==> config.mk <==
export PLATFORM = sky130hd
export DESIGN_NAME = pipe_stage_reg
export DESIGN_NICKNAME = d
export VERILOG_FILES = /design/src/rtl/pipe_stage_reg.sv
export SDC_FILE = /design/constraint.sdc
export NUM_CORES = 1
export LEC_CHECK = 0
export BUFFER_PORTS_ARGS = -buffer_cell sky130_fd_sc_hd__buf_2
export CELL_PAD_IN_SITES_DETAIL_PLACEMENT = 1
export CELL_PAD_IN_SITES_GLOBAL_PLACEMENT = 2
export CORE_ASPECT_RATIO = 1.2
export CORE_UTILIZATION = 30
export CTS_BUF_LIST = sky130_fd_sc_hd__clkbuf_4 sky130_fd_sc_hd__clkbuf_8 sky130_fd_sc_hd__clkbuf_16
export CTS_CLUSTER_DIAMETER = 60
export DETAILED_ROUTE_END_ITERATION = 6
export PLACE_DENSITY = 0.87
export SLEW_MARGIN = 20
export SYNTH_ARGS = -nofsm -noshare
export SYNTH_HDL_FRONTEND = slang
export SYNTH_SLANG_ARGS = --single-unit
==> constraint.sdc <==
create_clock -name clk -period 3.2 [get_ports clk]
set_clock_uncertainty 0.1 [all_clocks]
set_input_delay 0.96 -clock clk [delete_from_list [all_inputs] [get_ports clk]]
set_output_delay 0.96 -clock clk [all_outputs]
set_load 0.02 [all_outputs]
==> src/rtl/pipe_stage_reg.sv <==
// Parametrised pipeline stage register: valid/ready handshake, flush to BUBBLE, saturating stall counter.
// Optional skid entry (macro PIPE_STAGE_SKID_EN) registers in_ready for full throughput under back-pressure.
`timescale 1ns/1ps
module pipe_stage_reg #(
    parameter int               WIDTH  = 96,
    parameter logic [WIDTH-1:0] BUBBLE = '0,
    parameter int               CNT_W  = 16
) (
    input  logic             clk,
    input  logic             reset,
    input  logic             in_valid,
    output logic             in_ready,
    input  logic [WIDTH-1:0] in_data,
    output logic             out_valid,
    input  logic             out_ready,
    output logic [WIDTH-1:0] out_data,
    input  logic             flush,
    output logic [CNT_W-1:0] stall_cnt
);

    logic             r_out_valid;
    logic [WIDTH-1:0] r_out_data;
    logic [CNT_W-1:0] r_stall_cnt;
    logic             w_in_ready;
    logic             w_in_fire;
    logic             w_out_fire;
    logic             w_main_free;
    logic             w_skid_valid;
    logic [WIDTH-1:0] w_skid_data;

    function automatic logic [CNT_W-1:0] sat_inc(input logic [CNT_W-1:0] v);
        return (v == {CNT_W{1'b1}}) ? v : v + CNT_W'(1);
    endfunction

    assign w_in_fire   = in_valid && w_in_ready;
    assign w_out_fire  = r_out_valid && out_ready;
    assign w_main_free = !r_out_valid || w_out_fire;

`ifdef PIPE_STAGE_SKID_EN
    logic             r_skid_valid;
    logic [WIDTH-1:0] r_skid_data;

    // in_ready comes straight from a flop, cutting the out_ready -> in_ready path
    assign w_in_ready   = !r_skid_valid;
    assign w_skid_valid = r_skid_valid;
    assign w_skid_data  = r_skid_data;

    always_ff @(posedge clk or negedge reset) begin
        if (!reset) begin
            r_skid_valid <= 1'b0;
        end else if (flush) begin
            r_skid_valid <= 1'b0;
        end else if (w_main_free && r_skid_valid) begin
            r_skid_valid <= 1'b0;
        end else if (!w_main_free && w_in_fire) begin
            r_skid_valid <= 1'b1;
        end
    end

    always_ff @(posedge clk) begin
        if (!w_main_free && w_in_fire) begin
            r_skid_data <= in_data;
        end
    end
`else
    assign w_in_ready   = w_main_free;
    assign w_skid_valid = 1'b0;
    assign w_skid_data  = BUBBLE;
`endif

    // Main register: skid entry drains ahead of new input to preserve order
    always_ff @(posedge clk or negedge reset) begin
        if (!reset) begin
            r_out_valid <= 1'b0;
            r_out_data  <= BUBBLE;
        end else if (flush) begin
            r_out_valid <= 1'b0;
            r_out_data  <= BUBBLE;
        end else if (w_main_free) begin
            if (w_skid_valid) begin
                r_out_valid <= 1'b1;
                r_out_data  <= w_skid_data;
            end else if (w_in_fire) begin
                r_out_valid <= 1'b1;
                r_out_data  <= in_data;
            end else begin
                r_out_valid <= 1'b0;
            end
        end
    end

    always_ff @(posedge clk or negedge reset) begin
        if (!reset) begin
            r_stall_cnt <= '0;
        end else if (r_out_valid && !out_ready) begin
            r_stall_cnt <= sat_inc(r_stall_cnt);
        end
    end

    assign in_ready  = w_in_ready;
    assign out_valid = r_out_valid;
    assign out_data  = r_out_data;
    assign stall_cnt = r_stall_cnt;

endmodule

# Word level (Yosys, flattened, before mapping)
# Index checks and enable logic that the tools add are counted.
totals:
  regBits: 113
  out_inout_bits: 114
  elab_cells: 22
op_classes:
  addsub: 1
  n_eq_ne: 1
  mux: 6
  bitwise: 1
  reduce_logical: 10
op_table:
  columns: ["cell", "count"]
  rows:
  - ["$mux 96", 3]
  - ["$add 16x1->16 const B", 1]
  - ["$eq 16x16->1 const B", 1]
  - ["$reduce_and 2->1", 2]
  - ["$reduce_bool 2->1", 2]
  - ["$logic_and 1x1->1", 3]
  - ["$mux 1", 3]
  - ["$logic_not 1->1", 2]
  - ["$logic_or 1x1->1", 1]
  - ["$not 1->1", 1]

# Logic depth before layout (Yosys ltp)
# Gate-level depths: netlist (run 1).
depth:
  word_depth: 6
  depth_mapped: 7

# Worst setup path before layout (run 1)
# No wires, ideal clock.
synth_timing:
  path_kind: "input to output"
  start: "in out_ready"
  end: "out in_ready"
  t_arrival_ps: 1226
  required_ps: 2140
  setup_slack_ps: 914
  stages: 2
  n_path_buf: 0
  path_cell_list: "nor2b_4 -> inv_4"
synth_via:
  elab_chain_cells: 2
synth_lines:
  columns: ["element", "line", "text"]
  rows:
  - ["start, declared", "15", "input logic out_ready,"]
  - ["$logic_and 1x1->1", "36", "assign w_out_fire = r_out_valid && out_ready;"]
  - ["$logic_or 1x1->1", "37", "assign w_main_free = !r_out_valid || w_out_fire;"]
  - ["end, declared", "12", "output logic in_ready,"]
# No other way between the ends.

# Final worst setup path (run 1)
# Ends and elaborated chain as after synthesis.

==> results of run 1 <==
[worst max path at each step]
stage,start,endpoint,slack [ns],depth (start not counted)
6_report,out_ready,in_ready,0.61,4
5_1_grt,out_ready,in_ready,0.59,4
4_1_cts,out_ready,in_ready,0.61,4
3_5_place_dp,out_ready,in_ready,0.61,4
3_3_place_gp,out_ready,in_ready,0.62,4
2_1_floorplan,out_ready,in_ready,0.91,2
[flip-flops by register name (all words and copies together) (netlist names)]
signal     count
out_data      96
stall_cnt     16
out_valid      1
[kinds of logic (layout without fill, tap and decap cells)]
kind of cell,count (synthesis),count (layout),synth area share (%)
mux,2,2,0.617
buf+inv,23,252,2.59
flops,113,113,66.4
compound gates,105,105,21.6
xor+xnor,10,10,2.06
fa+ha+maj,1,1,0.294
simple gates,40,40,6.49
[report_power, final]
group / internal (mW) / total, mW / switching (mW)
logic: 0.222 / 0.569 / 0.347
clock network: 1.18 / 1.87 / 0.692
registers: 1.54 / 1.65 / 0.104
[synth_stat cells (2+ instances only)]
cell | count | area share, %
xnor2_1 | 4 | 0.82
o21a_1 | 2 | 0.35
nand4_4 | 2 | 1.0
nand3_1 | 7 | 0.82
clkbuf_1 | 5 | 0.44
inv_1 | 2 | 0.18
a22o_1 | 96 | 20
nand2_1 | 5 | 0.44
dfrtp_1 | 113 | 66
buf_2 | 14 | 1.6
nor3_1 | 5 | 0.59
nor2_1 | 6 | 0.53
xor2_1 | 6 | 1.2
nand4_1 | 3 | 0.44
a21oi_1 | 3 | 0.35
[final cells by class]
type	count	area [sq um]
Tap cell	171	214
Inverter	3	13.8
Timing Repair Buffer	217	1130
Sequential cell	113	2830
Clock buffer	18	439
Fill cell	1529	7700
Clock inverter	14	158
Multi-Input combinational cell	158	1330
[critical path, stage by stage]
cell	delay (ns)
buf_2	0.11
nor2b_4	0.20
inv_4	0.09
buf_2	0.17
[stage by stage]
step | utilization (%) | setup slack, ns
2_1_floorplan | - | 0.914
3_3_place_gp | 40.0 | 0.615
3_5_place_dp | 40.0 | 0.609
4_1_cts | 44.3 | 0.606
5_1_grt | 44.3 | 0.586
6_report | 44.3 | 0.614
[per-layer routing]
| layer | vias up | global-route usage, % | wire (um) |
|---|---|---|---|
| li1 | 1556 | - | - |
| met1 | 1646 | 20.4 | 4900 |
| met2 | 153 | 26.4 | 5730 |
| met3 | 20 | 4.81 | 822 |
| met4 | 0 | 7.11 | 203 |
| met5 | - | 0 | 0 |
==> results.ini, run 1 <==
[outcome]
status = completed

[pwr]
leakage_nw = 3.36
p_total_mw = 4.08
power-per-cell-area_nw_per_um2 = 667
ir_drop_mv = 0.300

[timing]
clock.fmax_mhz = 387
setup_tns_ns = 0
period_share_pct = 80.8
rsz0062_at_grt = no
setup_viol = 0
hold_viol_final = 0
finalCriticalPeriod_ns = 2.59
drv_slew = 0
worst_pin_slew_ns = 0.636
max_slew_margin_pct = 57.6
holdWs_ns = 0.397

[worst_setup_path]
r2r_cells = 5
end_kind = output port
cp.arrival_ns = 1.53
required_ns = 2.14
timing.rr.start = stall_cnt[0]$_DFFE_PN0P_
r2r-end = stall_cnt[10]$_DFFE_PN0P_
crit_type = input pin to output port
critPathLaunchType = input pin
critPathMaxFanout = 7
regToRegSetupSlack_ns = 1.17

[synthesis]
yosysWarnings = 0
avgSynthCellArea_sq_um = 14.5
syn-num-nets = 396
synth-edff-count = 0
postSynth.asyncResetShare_pct = 100
yosysSeqAreaShare_pct = 66.4
synth_area_sq_um = 4260
yosysUniqueCellTypes = 36
ys_seq_elements = 113
synth_cells = 294
synth_ff_type = dfrtp_1

[placed_design]
place_area_sq_um = 5520
place.gp.congestion = 0.752
place_inst = 662
io_buffers = 214
dp_hpwl_um = 7950

[flow_run]
max_cap_viol_count = 0

[die]
die_h_um = 133
die_x_um = 111
boundaryPins = 215
start_util_pct = 30.8
die_area_sq_um = 14700
core.rowCount = 47
floorplan.core_area_sq_um = 13800

[worst_hold_path]
min_to = out_data[75]$_DFFE_PN0P_
worst_hold_path_type = flop to flop
holdCritStartpoint = out_data[75]$_DFFE_PN0P_
min_path_cells = 1

[cts]
ctsResizeCount = 0
cts_setup_buffers = 0
cts_root_buffer = clkbuf_16
numCtsBuffers = 17
clk_path_buf_depth = 2
numClockSinks = 113
cts_tree = done
clk_pin_slew_ns = 0.05
clk_latency_ns = 0.40
cts_max_level = 4
postCtsHoldBufs = 0

[detailed_routing]
num_vias = 3375
wl_per_cell_um = 16.8
viasPerCell = 4.86
drt_first_pass_iters = 3
first_iter_violations = 134
detail-route-antenna-nets = 0
drc = 0
routed_wl_um = 11700

[global_routing]
gr-total-overflow = 0
grt_usage_pct = 16.4
grt_pass1_vias = 3634
grt_antenna_before_repair = 0
grt_max_degree = 114
grt_pass1_wl_um = 19200

[finish]
drive_gt1_share_pct = 50.1
diodes = 0
finalNonFillerCells = 694
final_common_cell = buf_2
fin_nets = 612
fin_area_sq_um = 6120
area_delta_synth_final_pct = 43.7
layout_common_cells = buf_2, dfrtp_1, a22o_1

(Power assumes the default switching activity.)
==> run 2, diff against run 1 <==
- CORE_UTILIZATION: 30 -> 28
- PLACE_DENSITY: 0.87 -> 0.83
- clock period: 3.2 -> 2.63 ns (I/O delays scaled with it)
==> results.ini, run 2 (same netlist as run 1, synthesis figures left out) <==
[outcome]
status = completed

[timing]
setup_viol = 0
worst_pin_slew_ns = 0.657
hold_viol_final = 0
holdWs_ns = 0.307
rsz0062_at_grt = no
max_slew_margin_pct = 56.2
period_share_pct = 89.7
finalCriticalPeriod_ns = 2.36
fin_ws_ns = 0.272
drv_slew = 0
clock.fmax_mhz = 424

[die]
core.rowCount = 49
boundaryPins = 215
die_h_um = 137
start_util_pct = 28.6
floorplan.core_area_sq_um = 14900
die_x_um = 115
die_area_sq_um = 15700

[worst_setup_path]
r2r-end = stall_cnt[10]$_DFFE_PN0P_
timing.rr.start = stall_cnt[0]$_DFFE_PN0P_
r2r_cells = 5
slowest_delay_ns = 0.20
critPathMaxFanout = 6
cp.arrival_ns = 1.47
regToRegSetupSlack_ns = 0.58
end_kind = output port
cp_cell_sequence = buf_2 -> nor2b_4 -> inv_4 -> buf_4 -> buf_2
cp_slowest_cell = nor2b_4
crit_type = input pin to output port
required_ns = 1.74
crit_top_cell = buf_2
critPathLaunchType = input pin

[placed_design]
pre_cts_slack_ns = -0.0167
dp_hpwl_um = 8140
place_inst = 697
place.gp.congestion = 0.717
io_buffers = 214

[cts]
clk_pin_slew_ns = 0.05
cts_tree = done
ctsResizeCount = 0
clk_path_buf_depth = 2
cts_max_level = 4
cts_root_buffer = clkbuf_16
postCtsHoldBufs = 0
clk_latency_ns = 0.40
numClockSinks = 113
cts_setup_buffers = 0
numCtsBuffers = 17

[finish]
drive_gt1_share_pct = 50.4
final_common_cell = buf_2
fill_cells = 1663
fin_nets = 615
area_delta_synth_final_pct = 45.5
layout_common_cells = buf_2, dfrtp_1, a22o_1
largest_reg_flops = 96
finalNonFillerCells = 731
final_core_util_pct = 41.6

[detailed_routing]
drt_first_pass_iters = 4
detail-route-antenna-nets = 0
drc = 0
wl_per_cell_um = 16.1
viasPerCell = 4.69
num_vias = 3427
first_iter_violations = 167
routed_wl_um = 11800

[pwr]
ir_drop_mv = 0.385
clkPwrFrac_pct = 45.9
comb_power_share_pct = 13.9
p_switching_mw = 1.39
swShare_pct = 27.9
leakage_nw = 3.38
power-per-cell-area_nw_per_um2 = 804
pwr-share-seq_pct = 40.2
p_int_mw = 3.60

[global_routing]
grt_pass1_vias = 3659
grt_usage_pct = 15.3
grt_antenna_before_repair = 1
gr-total-overflow = 0
grt_max_degree = 114
grt_pass1_wl_um = 18600

[flow_run]
max_cap_viol_count = 0

[worst_hold_path]
worst_hold_path_type = input pin to async pin

[run 2: changes by cell type in the layout (fill, tap and decap cells not counted), sizes merged]
| cell | delta |
|---|---|
| clkinvlp | -1 |
| clkinv | -1 |
| buf | +3 |
| diode | +1 |
| inv | +1 |
| clkbuf | +1 |
[run 2: layer usage]
metal,GRT usage (%),wire (um)
met1,18.5,4850
met2,25.8,5890
met3,4.38,849
met5,0,13
met4,5.92,190
[run 2: worst max-delay path by stage]
stage	from	endpoint	cells after the start
detailed placement	out_ready	out_data[25]$_DFFE_PN0P_	7
CTS	out_ready	in_ready	5
global route	out_ready	in_ready	5
global placement	out_ready	out_data[26]$_DFFE_PN0P_	7
finish	out_ready	in_ready	5
floorplan	out_ready	stall_cnt[10]$_DFFE_PN0P_	5
[run 2: final cells by class]
cell class | instances | area, sq um | share of cell area, %
flip-flops and latches | 113 | 2830 | 45.6
multi-input cells | 158 | 1330 | 21.5
repair buffers | 220 | 1170 | 18.9
clock buffers | 19 | 447 | 7.21
well taps | 204 | 255 | 4.12
clock inverters | 13 | 150 | 2.42
inverters | 3 | 13.8 | 0.222
diodes | 1 | 2.50 | 0.0404
[run 2: power by group through the flow]
stage,combinational (mW),clock [mW],sequential (mW)
finish,0.694,2.29,2.00
CTS,0.702,2.36,2.01
global route,0.749,2.43,2.02
detailed placement,0.700,0,2.03
global placement,0.683,0,2.03
floorplan,0.212,0,2.18
[run 2: worst max-delay path, delay by kind of cell]
family        cells  cell delay, ns
buf+inv           4            0.47
simple gates      1            0.20
[run 2: metrics by stage]
stage | cell area, sq um | power, mW | setup TNS, ns
after global routing | 6200 | 5.20 | 0
after global placement | 5580 | 2.71 | 0
final | 6200 | 4.99 | 0
after floorplan | 4260 | 2.39 | 0
after CTS | 6180 | 5.06 | 0
after detailed placement | 5580 | 2.73 | -0.0259
==> run 3, diff against run 2 <==
- BUFFER_PORTS_ARGS: -buffer_cell sky130_fd_sc_hd__buf_2 -> -buffer_cell sky130_fd_sc_hd__buf_4
- CORE_UTILIZATION: 28 -> 25
- PLACE_DENSITY: 0.83 -> unset
- PLACE_DENSITY_LB_ADDON: unset -> 0.15
- clock period: 2.63 -> 2.1 ns (I/O delays scaled with it)
==> results.ini, run 3 (same netlist as run 1, synthesis figures left out) <==
[outcome]
status = completed

[timing]
max_slew_margin_pct = 48.3
worst_pin_slew_ns = 0.774
drv_slew = 0
clock.fmax_mhz = 503
rsz0062_at_grt = no
finalCriticalPeriod_ns = 1.99
setup_viol = 0
setup_tns_ns = 0
hold_viol_final = 0
period_share_pct = 94.7

[die]
start_util_pct = 25.9
die_area_sq_um = 17600
core.rowCount = 51
die_x_um = 121
boundaryPins = 215
floorplan.core_area_sq_um = 16500
die_h_um = 145

[worst_setup_path]
cp.arrival_ns = 1.26
cp_slowest_cell = dfrtp_1
required_ns = 1.37
crit_type = flop to output port
critPathLaunchType = flop
end_kind = output port
cp_cell_sequence = nor2b_4 -> inv_4 -> buf_4 -> buf_4
crit_top_cell = buf_4
slowest_delay_ns = 0.34
critPathMaxFanout = 6
cp_top_family = buffers and inverters
critPathBufInv = 3

[finish]
layout_common_cells = buf_4, dfrtp_1, a22o_1
area_delta_synth_final_pct = 60.3
largest_reg_flops = 96
final_common_cell = buf_4
fill_cells = 1743
fin_nets = 625
finalNonFillerCells = 746
diodes = 0
drive_gt1_share_pct = 50.9

[detailed_routing]
first_iter_violations = 104
drt_first_pass_iters = 4
num_vias = 3520
detail-route-antenna-nets = 0
wl_per_cell_um = 17.9
drc = 0
viasPerCell = 4.72
routed_wl_um = 13400

[pwr]
ir_drop_mv = 0.472
leakage_nw = 3.54
power-per-cell-area_nw_per_um2 = 927

[cts]
numCtsBuffers = 17
numClockSinks = 113
clk_pin_slew_ns = 0.05
clk_latency_ns = 0.40
cts_tree = done
cts_root_buffer = clkbuf_16
clk_path_buf_depth = 2
cts_max_level = 4

[placed_design]
io_buffers = 214
place.gp.congestion = 0.712
place_inst = 715
dp_hpwl_um = 9520

[global_routing]
grt_max_degree = 65
grt_pass1_wl_um = 21500
grt_usage_pct = 15.9
gr-total-overflow = 0
grt_pass1_vias = 3844
grt_antenna_before_repair = 0

[flow_run]
max_cap_viol_count = 0

[worst_hold_path]
worst_hold_path_type = input pin to flop

[run 3: cell type report]
type,instances,area [sq um],area share (%)
clock buffers,25,517,7.57
inverters,3,13.8,0.202
multi-input cells,158,1330,19.5
clock inverters,5,52.6,0.770
flip-flops and latches,113,2830,41.4
repair buffers,230,1820,26.6
well taps,212,265,3.89
[run 3: power by group]
| part | switching (mW) | internal, mW | total, mW |
|---|---|---|---|
| clock network | 0.939 | 1.80 | 2.74 |
| registers | 0.144 | 2.35 | 2.50 |
| logic | 0.565 | 0.529 | 1.09 |
| total | 1.65 | 4.68 | 6.33 |
[run 3: path summary, 6_finish.rpt]
path,from,end,slack (ns),cells past startpoint
max,out_valid$_DFFE_PN0P_,in_ready,0.11,4
min,in_data[35],out_data[35]$_DFFE_PN0P_,0.34,2
max reg2reg,stall_cnt[0]$_DFFE_PN0P_,stall_cnt[10]$_DFFE_PN0P_,0.13,5
min reg2reg,out_data[73]$_DFFE_PN0P_,out_data[73]$_DFFE_PN0P_,0.40,1
max in group asynchronous,reset,out_data[65]$_DFFE_PN0P_,0.84,3
min in group asynchronous,reset,out_data[56]$_DFFE_PN0P_,0.49,2
[run 3: layer usage]
layer | wire [um] | global-route usage (%) | share of wire (%) | vias to the layer above
met5 | 0 | 0 | 0 | -
met4 | 183 | 6.67 | 1.4 | 0
met3 | 1260 | 6.13 | 9.4 | 16
met2 | 6620 | 25.9 | 50 | 148
met1 | 5300 | 18.4 | 40 | 1766
li1 | - | - | - | 1590
[run 3: metrics by stage]
stage | util, % | hold slack (ns) | power (mW) | cell area, sq um | setup slack [ns]
floorplan | - | 0.234 | 3.00 | 4260 | 0.139
global placement | 37.9 | 0.358 | 3.62 | 6250 | 0.00147
detailed placement | 37.9 | 0.358 | 3.65 | 6250 | -0.0215
CTS | 41.5 | 0.320 | 6.44 | 6830 | 0.0654
global route | 41.5 | 0.325 | 6.62 | 6830 | 0.00766
finish | 41.5 | 0.342 | 6.33 | 6830 | 0.111
[run 3: worst reg2reg max path, cell delays in order (launching register included)]
cell and delay (ns):
dfrtp_1 0.42, ha_1 0.22, nand3_1 0.24, or2_1 0.31
nor3_1 0.22, mux2_2 0.35
[run 3: timing repair]
| item | 4_1_cts | 5_1_grt |
|---|---|---|
| hold endpoints to repair | 4 | 0 |
| endpoints found under the setup margin | 0 | 3 |
| hold buffers | 1 | 0 |
| gates resized for setup | 0 | 0 |
| buffers inserted | 0 | 0 |
